==> src/rtl/dac_serializer_pkg.sv <==
// Shared constants for the I2S DAC serializer: frame slot map and default widths.
package dac_serializer_pkg;

    localparam int unsigned DEF_SAMPLE_W = 16;
    localparam int unsigned DEF_DIV_W    = 8;

    localparam int unsigned SLOT_LAST    = 31;
    localparam int unsigned WS_RISE_SLOT = 15;
    localparam int unsigned WS_FALL_SLOT = 31;
    localparam int unsigned SLOT_W       = $clog2(SLOT_LAST + 1);

    // Word strobe leads each channel MSB by one slot: high for slots 15..30.
    function automatic logic ws_for_slot(input logic [SLOT_W-1:0] b);
        return (b >= SLOT_W'(WS_RISE_SLOT)) && (b != SLOT_W'(WS_FALL_SLOT));
    endfunction

endpackage

==> src/rtl/dac_clkdiv.sv <==
// Serial bit-clock divider: half period of sclk_div+1 cycles, with strobes
// asserted in the cycle whose closing edge toggles sclk.
module dac_clkdiv
    import dac_serializer_pkg::*;
#(
    parameter int unsigned DIV_W = DEF_DIV_W
) (
    input  logic             sys_clk,
    input  logic             resetl,
    input  logic             enable,
    input  logic [DIV_W-1:0] sclk_div,
    output logic             sclk,
    output logic             rise_c,
    output logic             fall_c
);

    logic [DIV_W-1:0] cnt;
    logic [DIV_W-1:0] lim;
    logic             run;
    logic             wrap_c;

    assign wrap_c = enable && run && (cnt == lim);
    assign rise_c = wrap_c && !sclk;
    assign fall_c = wrap_c && sclk;

    // lim holds the divider for the current half period; it only moves at a wrap.
    always_ff @(posedge sys_clk or negedge resetl) begin
        if (!resetl) begin
            cnt  <= '0;
            lim  <= '0;
            run  <= 1'b0;
            sclk <= 1'b0;
        end else if (!enable) begin
            cnt  <= '0;
            lim  <= sclk_div;
            run  <= 1'b0;
            sclk <= 1'b0;
        end else if (!run) begin
            cnt <= '0;
            lim <= sclk_div;
            run <= 1'b1;
        end else if (wrap_c) begin
            cnt  <= '0;
            lim  <= sclk_div;
            sclk <= ~sclk;
        end else begin
            cnt <= cnt + DIV_W'(1);
        end
    end

endmodule

==> src/rtl/dac_serializer.sv <==
// I2S output stage: double-buffered left/right samples shifted out MSB first,
// with a frame-load interrupt and a sticky underrun flag.
module dac_serializer
    import dac_serializer_pkg::*;
#(
    parameter int unsigned SAMPLE_W = DEF_SAMPLE_W,
    parameter int unsigned DIV_W    = DEF_DIV_W
) (
    input  logic                sys_clk,
    input  logic                resetl,
    input  logic                enable,
    input  logic [DIV_W-1:0]    sclk_div,
    input  logic                wr_l,
    input  logic                wr_r,
    input  logic [SAMPLE_W-1:0] wdata,
    input  logic                clr_underrun,
    output logic                sclk,
    output logic                ws,
    output logic                sdata,
    output logic                frame_irq,
    output logic                underrun
);

    localparam int unsigned WORD_W = 2 * SAMPLE_W;

    logic [SAMPLE_W-1:0] hold_l;
    logic [SAMPLE_W-1:0] hold_r;
    logic                fresh_l;
    logic                fresh_r;
    logic [WORD_W-1:0]   shreg;
    logic [SLOT_W-1:0]   slot_nxt;
    logic                fall_c;
    logic                load_c;
    logic                stale_c;
    logic                sclk_rise_unused;

    dac_clkdiv #(.DIV_W(DIV_W)) u_clkdiv (
        .sys_clk  (sys_clk),
        .resetl   (resetl),
        .enable   (enable),
        .sclk_div (sclk_div),
        .sclk     (sclk),
        .rise_c   (sclk_rise_unused),
        .fall_c   (fall_c)
    );

    // slot_nxt is the slot entered at the next fall, so idle (slot 31) reads as zero.
    assign load_c  = fall_c && (slot_nxt == '0);
    assign stale_c = load_c && !(fresh_l && fresh_r);
    assign sdata   = shreg[WORD_W-1];

    // Holding registers and flags run regardless of enable.
    always_ff @(posedge sys_clk or negedge resetl) begin
        if (!resetl) begin
            hold_l    <= '0;
            hold_r    <= '0;
            fresh_l   <= 1'b0;
            fresh_r   <= 1'b0;
            underrun  <= 1'b0;
            frame_irq <= 1'b0;
        end else begin
            if (wr_l) hold_l <= wdata;
            if (wr_r) hold_r <= wdata;
            fresh_l   <= wr_l || (fresh_l && !load_c);
            fresh_r   <= wr_r || (fresh_r && !load_c);
            underrun  <= stale_c || (underrun && !clr_underrun);
            frame_irq <= load_c;
        end
    end

    // Slot counter, word strobe and shift word advance on sclk falls only.
    always_ff @(posedge sys_clk or negedge resetl) begin
        if (!resetl) begin
            slot_nxt <= '0;
            shreg    <= '0;
            ws       <= 1'b0;
        end else if (!enable) begin
            slot_nxt <= '0;
            shreg    <= '0;
            ws       <= 1'b0;
        end else if (fall_c) begin
            slot_nxt <= slot_nxt + SLOT_W'(1);
            ws       <= ws_for_slot(slot_nxt);
            shreg    <= load_c ? {hold_l, hold_r} : {shreg[WORD_W-2:0], 1'b0};
        end
    end

endmodule

==> config.mk <==
export PLATFORM = sky130hd
export DESIGN_NAME = dac_serializer
export DESIGN_NICKNAME = d
export VERILOG_FILES = /design/src/rtl/dac_serializer_pkg.sv /design/src/rtl/dac_clkdiv.sv /design/src/rtl/dac_serializer.sv
export SDC_FILE = /design/constraint.sdc
export NUM_CORES = 1
export LEC_CHECK = 0
export ABC_AREA = 1
export ABC_CLOCK_PERIOD_IN_PS = 3700
export BUFFER_PORTS_ARGS = -buffer_cell sky130_fd_sc_hd__buf_2
export CAP_MARGIN = 20
export CORE_UTILIZATION = 29
export CTS_BUF_LIST = sky130_fd_sc_hd__clkbuf_2 sky130_fd_sc_hd__clkbuf_4 sky130_fd_sc_hd__clkbuf_8
export CTS_CLUSTER_SIZE = 20
export DETAILED_ROUTE_END_ITERATION = 8
export PLACE_DENSITY = 0.44
export SYNTH_ARGS = -nofsm -noshare
export SYNTH_HDL_FRONTEND = slang
export SYNTH_SLANG_ARGS = --single-unit
==> constraint.sdc <==
create_clock -name sys_clk -period 3.7 [get_ports sys_clk]
set_input_delay 0.185 -clock sys_clk [delete_from_list [all_inputs] [get_ports sys_clk]]
set_output_delay 0.185 -clock sys_clk [all_outputs]
set_load 0.1 [all_outputs]
# --- After elaboration in Yosys (flattened, before gate mapping) ---
# Index checks and enable logic that the tools add are counted.
totals:
  register_bits: 92
  input_bits: 30
  word_cells: 58
classes:
  add_sub_neg: 2
  n_lt_le_gt_ge: 1
  eq_ne: 6
  mux: 17
  bitwise: 1
  reduce_logical: 18
ops:
  columns: ["operator", "n"]
  rows:
  - ["$mux 32", 3]
  - ["$mux 8", 6]
  - ["$logic_and 1x1->1", 10]
  - ["$mux 5", 2]
  - ["$add 8x1->8 const B", 1]
  - ["$eq 8x8->1", 1]
  - ["$mux 1", 6]
  - ["$ne 2x1->1 const B", 3]
  - ["$add 5x1->5 const B", 1]
  - ["$ge 5x4->1 const B", 1]
  - ["$logic_not 5->1", 1]
  - ["$ne 5x5->1 const B", 1]
  - ["$logic_not 1->1", 3]
  - ["$logic_or 1x1->1", 3]
  - ["$ne 3x3->1 const B", 1]
  - ["$reduce_and 2->1", 1]
  - ["$not 1->1", 1]

# --- Logic depth before layout (Yosys ltp) ---
depth:
  word_depth: 7
  mapped_depth: 11

# --- Modules after synthesis ---
# Synthesis repeated with hierarchy kept, for this count alone.
hier_totals:
  hier_cells: 540
  area_unflattened_um2: 4354.2
modules_own_cells:
  columns: ["module", "n_inst", "cells_per_inst", "area_per_inst_um2", "seq_area_each_um2"]
  rows:
  - ["dac_serializer", 1, 429, 3444.6, 1851.8]
  - ["dac_clkdiv", 1, 111, 909.6, 450.4]

# --- Least setup slack after synthesis ---
# OpenSTA, ideal clock, no wires.
synth_timing:
  path_type: "register to register"
  startpoint: "reg u_clkdiv.sclk"
  endpoint: "reg shreg[31]"
  setup_time_ps: 68
  arrival_time_ps: 1785
  t_required_ps: 3632
  setup_slack_ps: 1847
  path_stages_with_launch: 5
  path_buffers: 2
  period_less_slack_ps: 1853
  path_cell_list: "dfrtp_1 clkbuf_1 clkbuf_1 o2111ai_1 nand2_1"
synth_via:
  elab_chain_cells: 5
synth_lines:
  columns: ["item", "line", "rtl"]
  rows:
  - ["start, declared", "dac_clkdiv.sv:12", "output logic sclk,"]
  - ["start signal, assigned", "dac_clkdiv.sv:45", "sclk <= ~sclk;"]
  - ["$logic_and 1x1->1 (*)", "dac_clkdiv.sv:24", "assign fall_c = wrap_c && sclk;"]
  - ["$logic_and 1x1->1", "dac_serializer.sv:48", "assign load_c = fall_c && (slot_nxt == '0);"]
  - ["$mux 32", "dac_serializer.sv:84", "shreg <= load_c ? {hold_l, hold_r} : {shreg[WORD_W-2:0], 1'b0};"]
  - ["$mux 32", "dac_serializer.sv:81", "end else if (fall_c) begin"]
  - ["$mux 32", "dac_serializer.sv:77", "end else if (!enable) begin"]
  - ["end signal, assigned", "dac_serializer.sv:84", null]
  - ["end, declared", "dac_serializer.sv:30", "logic [WORD_W-1:0] shreg;"]
# Every way passes the cells marked *; elsewhere a longest branch is shown, timed or not. The select of a mux whose other input is x is not followed.
# A chain may end at the register's enable or synchronous reset.

# --- Worst setup path after layout ---
layout_timing:
  startpoint: "reg u_clkdiv.cnt[3]"
  endpoint: "reg underrun"
layout_via:
  elab_chain_cells: 6
layout_lines:
  columns: ["item", "line", "rtl"]
  rows:
  - ["start, declared", "dac_clkdiv.sv:17", "logic [DIV_W-1:0] cnt;"]
  - ["start signal, assigned", "dac_clkdiv.sv:47", "cnt <= cnt + DIV_W'(1);"]
  - ["$eq 8x8->1", "dac_clkdiv.sv:22", "assign wrap_c = enable && run && (cnt == lim);"]
  - ["$logic_and 1x1->1", "dac_clkdiv.sv:22", null]
  - ["$logic_and 1x1->1", "dac_clkdiv.sv:24", null]
  - ["$logic_and 1x1->1", "dac_serializer.sv:48", null]
  - ["via load_c", "dac_serializer.sv:33", "logic load_c;"]
  - ["$logic_and 1x1->1", "dac_serializer.sv:49", "assign stale_c = load_c && !(fresh_l && fresh_r);"]
  - ["$logic_or 1x1->1", "dac_serializer.sv:66", "underrun <= stale_c || (underrun && !clr_underrun);"]
  - ["end signal, assigned", "dac_serializer.sv:66", null]
  - ["end, declared", "dac_serializer.sv:21", "output logic underrun"]
# The timed path passes the listed nets, and every way through them passes these cells.

==> run metrics <==
status=finished, final reports clean; vias in the first global route=around 3400; adder-cell share of the synthesized area=less than 1%; WP data arrival=2900 ps; CP Cell Sequence=nand2_1, nand2_1, nor2_1, nand3_4, nor2_8, nand2_2, nor2_1, nand2_1, nand2_1; total congestion overflow=0; htree depth=3; largest family of logic cells by synthesized area=simple AND/OR/NAND/NOR gates; Antenna Cells=0; CTS sink cnt=between 90 and 100; maximum net fanout on the critical path=41; smallest hold slack=about 20 ps; Vias/cell=4.72; #FFs+latches synth=92; final net count=568; Slew Viols, Final=0; routed length per placed instance=14.8 um; clock root buffer=clkbuf_8; Crit path top cell by count=nand2_1; CP bufs+invs=0; Area after DPL=4610 um^2; chip width=roughly 120 um; post-DP HPWL=6.48 mm; Syn-to-layout area delta=14.3%; global-route wire length before repair=between 15 and 20 mm; post-synthesis sequential area ratio=between 50% and 60%; Final Critical Period=2590 ps; Final Hold Viols=0; Finished Cell Area=slightly below 5000 um^2; Iter 0 DRT Violations=220; CTS tree=built; Final setup violation count=0; DP Cell Count=~700; Yosys warning count=0; fin cells=724; height of the die=about 120 um; RSZ-0062 raised after global routing=false; Post-DRT Antenna Nets=0; CTS Buf Count=9; # DRC=0; cell family contributing the most delay on the critical path=simple AND/OR/NAND/NOR gates; clock transition at the registers of the reported paths=90 ps; PwrDens=approximately 420 nW/um^2; row count=between 40 and 50; Worst setup SP type=register; Worst EP required=4020 ps; Initial Util=between 20% and 30%; Routed WL=~11 mm; Syn Inst Count=around 510; synthesized area=between 4000 and 5000 um^2; clk_skew=slightly below 8 ps; post-synthesis xor/xnor area fraction=about 1.2%; IO buf count=34; area fraction in and, or, nand and nor cells after synthesis=a little under a third; drt pass-1 iters=4; Die Area=~15000 um^2; R2R setup slack=~1100 ps; initial antenna violation count=0; syn nets=541; IO Count=35; type of the tightest min-delay check=input port to register; worst-margin pin slew=about 940 ps; Fmax=0.386 GHz; final period utilization=approximately 70%; maxcap violations=0; post-CTS resize count=0; worst-case clock buffer depth=2; core area=14500 um^2; syn_area_per_cell=between 8 and 9 um^2; worst skew pair latency=roughly 370 ps; critical path's slowest cell=nand2_2; slowest stage delay, CP=around 650 ps; Max VDD drop=between 0.00015 and 0.0002 V; multiplexer area fraction after synthesis=0%; library cells used by synthesis=31; Setup TNS=0 ps; share of post-route cells with drive strength above 1=16.9%; Worst slew margin=a little under two fifths; largest net degree at the start of global routing=72; DR vias=roughly 3400; GRT Total Usage=14.6%; Synth Area in Compound Gates=7.42%; leakage power=between 2 and 3 nW; WS Path Type=register to register; Final Wtd Congestion=roughly 0.76; Worst Setup End Kind=register
[registers in the layout, indices dropped and copies added, names as in the netlist]
register       cells
u_clkdiv.cnt       8
frame_irq          1
u_clkdiv.sclk      1
hold_l            16
shreg             32
underrun           1
fresh_r            1
slot_nxt           5
ws                 1
hold_r            16
u_clkdiv.lim       8
fresh_l            1
u_clkdiv.run       1
[power breakdown]
part / switching, mW / internal [mW] / total [mW]
registers: 0.0310 / 1.04 / 1.08
logic: 0.0923 / 0.0471 / 0.139
clock network: 0.371 / 0.479 / 0.849
total: 0.494 / 1.57 / 2.06
[layer usage]
metal | vias to the layer above | wire (um) | global-route usage [%]
met4 | 0 | 99 | 3.61
met1 | 1647 | 5550 | 20.2
met3 | 7 | 367 | 3.95
met2 | 58 | 4670 | 22.5
met5 | - | 0 | 0
li1 | 1706 | - | -
[synth_stat cells]
library cell  number  area share, %
inv_2              7           0.61
dfrtp_1           92             53
buf_4              2           0.35
xnor2_1            2           0.40
nor2_8             1           0.46
a21oi_1            2           0.23
o21ai_1            4           0.46
nor2_2             1           0.14
clkbuf_1          16            1.4
o2111ai_1         31            6.3
nand2_1          197             17
buf_1              4           0.35
nand3_1           45            5.2
nand3b_1           1           0.17
or2_1              8            1.2
clkinv_1           2           0.17
and3b_1            1           0.20
buf_2              6           0.69
nand3_2            1           0.23
nand4_1            6           0.87
xor2_1             4           0.81
nor2_1            19            1.6
inv_1             18            1.6
buf_6              3           0.78
or2_2             23            3.3
o21ai_0            4           0.46
nand2_2            2           0.29
nand3_4            1           0.40
nor2_4             1           0.26
ha_1               3           0.87
nor3_1             1           0.12
[cell families after synthesis]
| kind of cell | after synthesis |
|---|---|
| compound gates | 41 |
| flops | 92 |
| buf+inv | 58 |
| simple gates | 308 |
| xor+xnor | 6 |
| fa+ha+maj | 3 |
[layout make-up]
class | instances | area, um^2
flip-flops and latches | 92 | 2300
fillers | 1537 | 9580
clock inverters | 5 | 108
multi-input cells | 358 | 1780
inverters | 27 | 101
clock buffers | 11 | 145
repair buffers | 47 | 293
well taps | 184 | 230
[placed cells by master (no fill, tap or decap), drive strengths merged, types with 8 or more instances in the layout]
| master | netlist | final |
|---|---|---|
| nand2 | 199 | 199 |
| dfrtp | 92 | 92 |
| nand3 | 47 | 47 |
| buf | 15 | 38 |
| o2111ai | 31 | 31 |
| or2 | 31 | 31 |
| inv | 25 | 26 |
| nor2 | 22 | 22 |
| clkbuf | 16 | 11 |
| dlygate4sd3 | 0 | 9 |
| o21ai | 8 | 8 |
[worst register-to-register path: cells and delay by family (launching register included)]
family,cells,cell delay (ps)
and+or+nand+nor,9,2110
DFF,1,430
[per-stage QoR]
| stage | util [%] | worst slack, ps | power (mW) |
|---|---|---|---|
| after floorplan | - | 1850 | 1.16 |
| after global placement | 31.7 | 1110 | 1.23 |
| after detailed placement | 31.7 | 1110 | 1.23 |
| after CTS | 34.1 | 1080 | 2.10 |
| after global routing | 34.1 | 837 | 2.17 |
| final | 34.1 | 1110 | 2.06 |
[path summary, 6_finish.rpt]
path / start / to / cells after the start
worst max-delay path: u_clkdiv.cnt[3] / underrun / 9
worst min-delay path: wdata[2] / hold_r[2] / 3
worst max register to register: u_clkdiv.cnt[3] / underrun / 9
worst min register to register: fresh_l / fresh_l / 2
max in group asynchronous: resetl / shreg[7] / 3
min in group asynchronous: resetl / u_clkdiv.cnt[0] / 2
[what timing repair did]
action	CTS	global route
buffers inserted	0	0
hold endpoints to repair	78	0
setup endpoints to repair	0	0
hold buffers	9	0
Note: power is estimated with default switching activity, not from simulation.
